===== src/rtl/pdua_display_driver.sv =====
// Multiplexed common-anode 7-segment driver for the PDUA byte-pair output.
// Hex display by default; define PDUA_DISP_BCD_EN for decimal display via double dabble.
module pdua_display_driver #(
   parameter int unsigned REFRESH_DIV = 50000,
   parameter int unsigned NDIG        = 6
) (
   input  logic            clk,
   input  logic            rst,
   input  logic            strobe_i,
   input  logic [7:0]      data_hi_i,
   input  logic [7:0]      data_lo_i,
   output logic [6:0]      seg_n,
   output logic            dp_n,
   output logic [NDIG-1:0] an_n,
   output logic            busy
);

`ifdef PDUA_DISP_BCD_EN
   localparam int unsigned NUsed = 6;
   localparam int unsigned DispW = 24;
   localparam logic [2:0]  DpDig = 3'd3;
`else
   localparam int unsigned NUsed = 4;
   localparam int unsigned DispW = 16;
   localparam logic [2:0]  DpDig = 3'd2;
`endif
   localparam int unsigned   PW     = $clog2(REFRESH_DIV);
   localparam logic [PW-1:0] PreMax = PW'(REFRESH_DIV - 1);
   localparam logic [2:0]    IdxMax = 3'(NUsed - 1);

   function automatic logic [6:0] hex_font(input logic [3:0] v);
      logic [6:0] s;
      case (v)
         4'h0: s = 7'h40;
         4'h1: s = 7'h79;
         4'h2: s = 7'h24;
         4'h3: s = 7'h30;
         4'h4: s = 7'h19;
         4'h5: s = 7'h12;
         4'h6: s = 7'h02;
         4'h7: s = 7'h78;
         4'h8: s = 7'h00;
         4'h9: s = 7'h10;
         4'hA: s = 7'h08;
         4'hB: s = 7'h03;
         4'hC: s = 7'h46;
         4'hD: s = 7'h21;
         4'hE: s = 7'h06;
         default: s = 7'h0E;
      endcase
      return s;
   endfunction

   logic             strobe_q;
   logic             cap;
   logic [PW-1:0]    presc_q, presc_d;
   logic [2:0]       idx_q, idx_d;
   logic [DispW-1:0] disp_q, disp_d;
   logic [6:0]       seg_q, seg_d;
   logic             dp_q, dp_d;
   logic [NDIG-1:0]  an_q, an_d;
   logic             wrap;
   logic [3:0]       cur_dig;

   assign cap  = strobe_i & ~strobe_q;
   assign wrap = (presc_q == PreMax);

   always_comb begin
      cur_dig = 4'h0;
      case (idx_q)
         3'd0: cur_dig = disp_q[3:0];
         3'd1: cur_dig = disp_q[7:4];
         3'd2: cur_dig = disp_q[11:8];
         3'd3: cur_dig = disp_q[15:12];
`ifdef PDUA_DISP_BCD_EN
         3'd4: cur_dig = disp_q[19:16];
         3'd5: cur_dig = disp_q[23:20];
`endif
         default: cur_dig = 4'h0;
      endcase
   end

   // Outputs reflect the digit selected by idx_q and only change on a prescaler wrap.
   always_comb begin
      presc_d = presc_q + 1'b1;
      idx_d   = idx_q;
      seg_d   = seg_q;
      dp_d    = dp_q;
      an_d    = an_q;
      if (wrap) begin
         presc_d = '0;
         idx_d   = (idx_q == IdxMax) ? 3'd0 : idx_q + 3'd1;
         seg_d   = hex_font(cur_dig);
         dp_d    = (idx_q != DpDig);
         an_d    = ~({{(NDIG-1){1'b0}}, 1'b1} << idx_q);
      end
   end

   always_ff @(posedge clk or posedge rst) begin
      if (rst) begin
         strobe_q <= 1'b0;
         presc_q  <= '0;
         idx_q    <= '0;
         disp_q   <= '0;
         seg_q    <= 7'h7F;
         dp_q     <= 1'b1;
         an_q     <= '1;
      end else begin
         strobe_q <= strobe_i;
         presc_q  <= presc_d;
         idx_q    <= idx_d;
         disp_q   <= disp_d;
         seg_q    <= seg_d;
         dp_q     <= dp_d;
         an_q     <= an_d;
      end
   end

   assign seg_n = seg_q;
   assign dp_n  = dp_q;
   assign an_n  = an_q;

`ifdef PDUA_DISP_BCD_EN
   typedef enum logic {StIdle, StConv} conv_st_e;

   // One add-3-then-shift step on {bcd[11:0], bin[7:0]}.
   function automatic logic [19:0] dd_step(input logic [19:0] s);
      logic [19:0] t;
      t = s;
      for (int i = 0; i < 3; i++) begin
         if (t[8+4*i +: 4] >= 4'd5) t[8+4*i +: 4] = t[8+4*i +: 4] + 4'd3;
      end
      return {t[18:0], 1'b0};
   endfunction

   conv_st_e    st_q, st_d;
   logic [19:0] sh_hi_q, sh_hi_d, sh_lo_q, sh_lo_d;
   logic [19:0] nx_hi, nx_lo;
   logic [7:0]  shd_hi_q, shd_hi_d, shd_lo_q, shd_lo_d;
   logic        pend_q, pend_d;
   logic [2:0]  step_q, step_d;

   assign nx_hi = dd_step(sh_hi_q);
   assign nx_lo = dd_step(sh_lo_q);

   always_comb begin
      st_d     = st_q;
      sh_hi_d  = sh_hi_q;
      sh_lo_d  = sh_lo_q;
      shd_hi_d = shd_hi_q;
      shd_lo_d = shd_lo_q;
      pend_d   = pend_q;
      step_d   = step_q;
      disp_d   = disp_q;
      unique case (st_q)
         StIdle: begin
            if (cap || pend_q) begin
               sh_hi_d = cap ? {12'd0, data_hi_i} : {12'd0, shd_hi_q};
               sh_lo_d = cap ? {12'd0, data_lo_i} : {12'd0, shd_lo_q};
               pend_d  = 1'b0;
               step_d  = 3'd0;
               st_d    = StConv;
            end
         end
         StConv: begin
            sh_hi_d = nx_hi;
            sh_lo_d = nx_lo;
            step_d  = step_q + 3'd1;
            // Newest bytes overwrite any earlier queued pair.
            if (cap) begin
               shd_hi_d = data_hi_i;
               shd_lo_d = data_lo_i;
               pend_d   = 1'b1;
            end
            if (step_q == 3'd7) begin
               disp_d = {nx_hi[19:8], nx_lo[19:8]};
               st_d   = StIdle;
            end
         end
         default: st_d = StIdle;
      endcase
   end

   always_ff @(posedge clk or posedge rst) begin
      if (rst) begin
         st_q     <= StIdle;
         sh_hi_q  <= '0;
         sh_lo_q  <= '0;
         shd_hi_q <= '0;
         shd_lo_q <= '0;
         pend_q   <= 1'b0;
         step_q   <= '0;
      end else begin
         st_q     <= st_d;
         sh_hi_q  <= sh_hi_d;
         sh_lo_q  <= sh_lo_d;
         shd_hi_q <= shd_hi_d;
         shd_lo_q <= shd_lo_d;
         pend_q   <= pend_d;
         step_q   <= step_d;
      end
   end

   assign busy = (st_q == StConv);
`else
   assign disp_d = cap ? {data_hi_i, data_lo_i} : disp_q;
   assign busy   = 1'b0;
`endif

endmodule


===== config.mk =====
export PLATFORM = sky130hd
export DESIGN_NAME = pdua_display_driver
export DESIGN_NICKNAME = d
export VERILOG_FILES = /design/src/rtl/pdua_display_driver.sv
export SDC_FILE = /design/constraint.sdc
export NUM_CORES = 1
export LEC_CHECK = 0
export ABC_AREA = 1
export CAP_MARGIN = 10
export CORE_ASPECT_RATIO = 0.6
export CORE_MARGIN = 3
export CORE_UTILIZATION = 55
export CTS_BUF_LIST = sky130_fd_sc_hd__clkbuf_4 sky130_fd_sc_hd__clkbuf_8 sky130_fd_sc_hd__clkbuf_16
export DETAILED_ROUTE_END_ITERATION = 7
export GPL_TIMING_DRIVEN = 0
export PLACE_DENSITY = 0.79
export REMOVE_ABC_BUFFERS = 1
export SLEW_MARGIN = 40
export SYNTH_ARGS = -nofsm -noshare
export SYNTH_HDL_FRONTEND = slang
export SYNTH_SLANG_ARGS = --single-unit
export TNS_END_PERCENT = 10

===== constraint.sdc =====
create_clock -name clk -period 2.1 [get_ports clk]
set_clock_uncertainty 0.05 [all_clocks]
set_input_delay 0.63 -clock clk [delete_from_list [all_inputs] [get_ports clk]]
set_output_delay 0.63 -clock clk [all_outputs]
set_load 0.01 [all_outputs]

==> out/results.tsv, run 1 <==
stage	metric	value	unit
outcome	status	finished clean	
timing	max_freq	484	MHz
clocking	cts-root-buf	clkbuf_8	
drt	drcViolationCount	0	
worst_setup_path	rr_startpoint	idx_q[0]	
drt	drt-initial-drc-count	168	
floorplanning	fp.dieH	59.4	um
yosys	avgSynthCellArea	8.96	um2
finish	layout_common_cells	nand2_1, dfrtp_1, clkdlybuf4s50_1	
timing	final_max_slew_viol_count	0	
clocking	cts_num_sinks	49	
worst_setup_path	r2r-end	seg_n[1]	
timing	holdWs	0.425	ns
clocking	cts_tree	done	
worst_setup_path	reg2regPathDepth	10	
timing	max_slew_margin	56.2	%
finish	nets	357	
pwr	vdd_drop_max	0.430	mV
grt	antenna_found_initial	0	
worst_setup_path	cp_slowest_cell	clkdlybuf4s50_1	
floorplanning	coreArea	4350	um2
timing	period_minus_slack	2.07	ns
grt	use_met1	33.5	%
clocking	insertion_delay	0.29	ns
pwr	pwr-share-seq	55.8	%
hold_path	min_to	seg_n[0]	
drt	ant_nets	0	
worst_setup_path	slowest_delay	0.56	ns
worst_setup_path	cp.required	1.42	ns
placement	placed_area	2970	um2
grt	met3_usage	5.96	%
worst_setup_path	reg2reg_slack	0.15	ns
pwr	pwr-share-comb	14.7	%
yosys	yosys_warnings	0	
clocking	cts.clk_slew.worst_paths	0.08	ns
grt	grt_pass1_vias	1928	
run	maxCapViolCount	0	
timing	hold_viol_final	0	
worst_setup_path	cp_data_arrival_time	1.39	ns
worst_setup_path	path_cells	clkdlybuf4s50_1	
finish	n_antenna_cell	0	
finish	final_common_cell	nand2_1	
yosys	netlist_top_cells_area	dfrtp_1, dfstp_2, nand2_1	
timing	fin_crit_sh	98.4	%
grt	busiest_layer	met1	
floorplanning	num_rows	18	
floorplanning	dieArea	5650	um2
worst_setup_path	end_kind	output pin	
floorplanning	die_w	95.1	um
placement	post-dp-hpwl	3920	um
clocking	clk_path_buf_depth	2	
grt	grtUsageTotal	21.1	%
pwr	internal_power	0.00136	W
placement	gp_congestion	0.869	
floorplanning	start_util	60.2	%
yosys	ys_types	31	
yosys	yosys_register_bits	49	
hold_path	min_from	seg_n[0]	
worst_setup_path	critPathBufInv	1	
worst_setup_path	crit_path_start_kind	flip-flop	
yosys	ys_seq_area_share	47.5	%
timing	fin_ws	0.0345	ns
worst_setup_path	worst-path-stages	1	
pwr	power_density	584	nW/um2
grt	grt_max_degree	39	
finish	drive_gt1_share	22.9	%
timing	setup_viol	0	
timing	worstMarginPinSlew	0.655	ns
drt	vias	2006	
drt	drt_pass1_iterations	4	
yosys	syn_area	2620	um2
yosys	synth_top_area_share	34.4	%
drt	wire_per_inst	13.5	um
pwr	p_leak	1.46	nW
yosys	synth.largest_area_cell	dfrtp_1	
worst_setup_path	crit_fanout	2	
yosys	synth_cells	292	
grt	grt-ovfl-total	0	
hold_path	hold_path.class	reg -> reg	
worst_setup_path	cpLargestDelayFamily	buffers and inverters	
floorplanning	io_pins	34	
clocking	postCtsHoldBufs	0	
drt	wl	5240	um
hold_path	holdPathStages	2	
pwr	switching_power	0.000464	W
drt	viasPerCell	5.17	
pwr	swShare	25.4	%
pwr	clkPwrFrac	29.5	%
placement	io_buffer_count	32	
placement	pre_cts_ws	-0.0444	ns
finish	final_area	3130	um2
clocking	cts.htree.levels	2	
clocking	cts_made_buffers	5	
finish	area_growth	19.5	%
worst_setup_path	path_class	reg -> out	
grt	met2_usage	28.0	%
grt	grt_pass1_wl	9090	um
Yosys cell counts, drive strengths merged:
library cell / count
nand2: 68
inv: 37
dfrtp: 36
nor2: 32
nand3: 30
mux2: 16
dfstp: 13
a21oi: 12
ha: 11
o21ai: 9
buf: 8
a31oi: 5
nor3: 4
xor2: 4
nand4: 3
and2: 1
conb: 1
nor4: 1
o211ai: 1
power groups by stage:
stage	Clock (W)	Sequential (W)	Combinational, W
after CTS	0.000561	0.00102	0.000258
final	0.000538	0.00102	0.000269
after global placement	0	0.00103	0.000245
after detailed placement	0	0.00103	0.000254
after floorplan	0	0.00102	0.000176
after global routing	0.000606	0.00102	0.000300
kinds of logic (layout without fill, tap and decap cells):
group | after synthesis | in the layout | synth area share [%]
multiplexers | 16 | 16 | 6.88
AND/OR/NAND/NOR | 139 | 139 | 25.0
AO/OA/AOI/OAI | 27 | 27 | 5.93
other | 1 | 1 | 0.143
buffers and inverters | 45 | 81 | 8.03
XOR/XNOR | 4 | 4 | 1.34
adder cells (fa/ha/maj) | 11 | 11 | 5.26
flip-flops | 49 | 49 | 47.5
metal layers:
metal,routed length [um],vias to the layer above
li1,-,1010
met1,2740,925
met2,2070,69
met3,412,2
met4,19,0
met5,0,-
repair_timing:
item / CTS / global route
setup buffers: 0 / 3
resized for setup: 1 / 12
endpoints found under the setup margin: 1 / 7
gates cloned: 0 / 0
pin swaps: 0 / 1
area by class of cell:
| type | instances | area [um2] |
|---|---|---|
| flip-flops and latches | 49 | 1240 |
| fillers | 332 | 1220 |
| well taps | 60 | 75.1 |
| inverters | 37 | 146 |
| clock buffers | 6 | 76.3 |
| repair buffers | 36 | 363 |
| clock inverters | 2 | 10.0 |
| multi-input cells | 198 | 1210 |
how the worst max path moves through the flow:
stage                         from     endpoint  slack [ns]
after floorplan                rst    disp_q[0]        0.27
after global placement         rst  presc_q[14]       -0.67
after detailed placement  strobe_i    disp_q[3]       -0.04
after CTS                 seg_n[2]     seg_n[2]        0.02
after global routing      idx_q[1]     seg_n[1]       -0.02
final                     seg_n[2]     seg_n[2]        0.03
per-stage QoR:
stage	std cells	utilization, %	setup TNS [ns]	total power, W
after floorplan	284	-	0	0.00120
after global placement	376	67.7	-28.02	0.00128
after detailed placement	377	68.2	-0.557	0.00129
after CTS	385	70.3	0	0.00184
after global routing	388	71.9	-0.0169	0.00193
final	388	71.9	0	0.00183
worst reg2reg max path: cells and delay by family, from the launching register on:
| kind | cells | cell delay [ns] |
|---|---|---|
| adder cells (fa/ha/maj) | 2 | 0.57 |
| buffers and inverters | 2 | 0.09 |
| AO/OA/AOI/OAI | 1 | 0.12 |
| AND/OR/NAND/NOR | 5 | 0.58 |
| flip-flops | 1 | 0.48 |
registers in the layout (all words and copies together), names as in the netlist:
name / flops
disp_q: 16
seg_n: 7
strobe_q: 1
presc_q: 16
an_n: 6
idx_q: 3
No activity file was read; power rests on OpenSTA's default activity.
==> inputs of run 2 (changes only) <==
--- a/config.mk
+++ b/config.mk
@@ -13,7 +13,7 @@
 export CTS_BUF_LIST = sky130_fd_sc_hd__clkbuf_4 sky130_fd_sc_hd__clkbuf_8 sky130_fd_sc_hd__clkbuf_16
 export DETAILED_ROUTE_END_ITERATION = 7
 export GPL_TIMING_DRIVEN = 0
-export PLACE_DENSITY = 0.79
+export PLACE_DENSITY_LB_ADDON = 0.1
 export REMOVE_ABC_BUFFERS = 1
 export SLEW_MARGIN = 40
 export SYNTH_ARGS = -nofsm -noshare
==> out/results.tsv, run 2 (synthesis results as in run 1) <==
stage	metric	value	unit
worst_setup_path	crit_fanout	2	
clocking	insertion_delay	0.30	ns
timing	setup_viol	0	
finish	drive_gt1_share	22.0	%
timing	fin_crit_sh	98.1	%
worst_setup_path	path_class	reg -> out	
grt	grt_pass1_vias	1775	
floorplanning	coreArea	4350	um2
pwr	internal_power	0.00146	W
clocking	cts_made_buffers	5	
worst_setup_path	r2r-end	seg_n[5]	
clocking	cts-root-buf	clkbuf_8	
worst_setup_path	crit_path_start_kind	flip-flop	
worst_setup_path	reg2reg_slack	0.16	ns
timing	max_freq	485	MHz
grt	grtUsageTotal	20.4	%
grt	grt_pass1_wl	8760	um
outcome	status	finished clean	
floorplanning	num_rows	18	
drt	wl	5210	um
worst_setup_path	critPathCapture	seg_n[5]	
placement	post-dp-hpwl	3860	um
pwr	swShare	24.4	%
finish	layout_common_cells	nand2_1, dfrtp_1, inv_1	
finish	postLayoutCoreUtil	72.0	%
worst_setup_path	worst-path-stages	1	
worst_setup_path	cp.required	1.42	ns
drt	drt_pass1_iterations	4	
finish	final_common_cell	nand2_1	
worst_setup_path	path_cells	clkdlybuf4s50_1	
worst_setup_path	crit_start	seg_n[5]	
timing	final_max_slew_viol_count	0	
drt	drcViolationCount	0	
floorplanning	fp.dieH	59.4	um
clocking	cts.clk_slew.worst_paths	0.09	ns
finish	nets	357	
clocking	cts.htree.levels	2	
drt	viasPerCell	5.08	
floorplanning	start_util	60.2	%
clocking	cts_tree	done	
pwr	power	0.00194	W
clocking	cts_num_sinks	49	
worst_setup_path	cpLargestDelayFamily	flip-flops	
worst_setup_path	reg2regPathDepth	11	
drt	drt-initial-drc-count	178	
pwr	pwr-share-comb	14.0	%
run	maxCapViolCount	0	
drt	wire_per_inst	13.4	um
placement	gp_congestion	0.867	
pwr	clkPwrFrac	33.6	%
pwr	p_leak	1.53	nW
drt	vias	1966	
floorplanning	io_pins	34	
worst_setup_path	cp_data_arrival_time	1.38	ns
clocking	postCtsHoldBufs	0	
pwr	vdd_drop_max	0.374	mV
timing	max_slew_margin	54.4	%
grt	grt-ovfl-total	0	
worst_setup_path	cp_slowest_cell	dfstp_2	
worst_setup_path	slowest_delay	0.55	ns
finish	area_growth	19.6	%
floorplanning	die_w	95.1	um
worst_setup_path	critPathBufInv	1	
worst_setup_path	end_kind	output pin	
pwr	power_density	618	nW/um2
hold_path	hold_path.class	reg -> reg	
timing	period_minus_slack	2.06	ns
floorplanning	dieArea	5650	um2
grt	antenna_found_initial	0	
timing	holdWs	0.421	ns
drt	ant_nets	0	
timing	hold_viol_final	0	
pwr	switching_power	0.000473	W
placement	io_buffer_count	32	
clocking	clk_path_buf_depth	2	
pwr	pwr-share-seq	52.4	%
worst_setup_path	rr_startpoint	idx_q[0]	
timing	worstMarginPinSlew	0.683	ns
grt	grt_max_degree	26	
finish	n_antenna_cell	0	
-- run 2: cell count changes in the layout (fill, tap and decap cells not counted), moves of 2 or more --
cell / change
ha_4: -2
nor2_2: -2
dlymetal6s2s_1: +4
clkdlybuf4s50_1: -4
-- run 2: worst register-to-register path: cells and delay by family, from the launching register on --
| kind | cells | cell delay (ns) |
|---|---|---|
| buf+inv | 3 | 0.32 |
| flops | 1 | 0.45 |
| fa+ha+maj | 2 | 0.48 |
| simple gates | 4 | 0.33 |
| compound gates | 2 | 0.24 |
-- run 2: repair_timing --
action,4_1_cts,5_1_grt
setup endpoints to repair,1,11
hold endpoints to repair,0,0
buffers inserted,0,3
resized for setup,1,12
gates cloned,0,0
pin swaps,0,1
-- run 2: layer usage --
layer  vias up  track usage [%]  wire, um
li1        998                -         -
met1       912             33.4      2830
met2        49             26.5      2000
met3         7             4.82       318
met4         0             4.93        53
met5         -                0         0
-- run 2: per-stage QoR --
| stage | worst slack (ns) | area [um2] | cells | TNS [ns] |
|---|---|---|---|---|
| 2_1_floorplan | 0.269 | 2550 | 284 | 0 |
| 3_3_place_gp | -0.696 | 2940 | 376 | -29.45 |
| 3_5_place_dp | -0.0820 | 2970 | 377 | -1.04 |
| 4_1_cts | 0.0144 | 3070 | 384 | 0 |
| 5_1_grt | -0.0348 | 3130 | 387 | -0.0953 |
| 6_report | 0.0394 | 3130 | 387 | 0 |
-- run 2: area by class of cell --
class,instances,area [um2]
Clock buffer,5,68.8
Clock inverter,2,35.0
Fill cell,339,1210
Inverter,37,144
Multi-Input combinational cell,198,1190
Sequential cell,49,1240
Tap cell,60,75.1
Timing Repair Buffer,36,373
-- run 2: worst min-delay path by stage --
stage,start,endpoint,cells after the start
floorplan,presc_q[0],presc_q[0],1
finish,an_n[3],an_n[3],2
detailed placement,an_n[3],an_n[3],2
CTS,an_n[3],an_n[3],2
global route,an_n[3],an_n[3],2
global placement,an_n[3],an_n[3],2
-- run 2: power groups by stage --
stage | logic [W] | clock network [W] | registers, W
after floorplan | 0.000176 | 0 | 0.00102
after global placement | 0.000245 | 0 | 0.00103
after detailed placement | 0.000256 | 0 | 0.00103
final | 0.000272 | 0.000651 | 0.00101
after global routing | 0.000302 | 0.000708 | 0.00102
after CTS | 0.000259 | 0.000667 | 0.00101
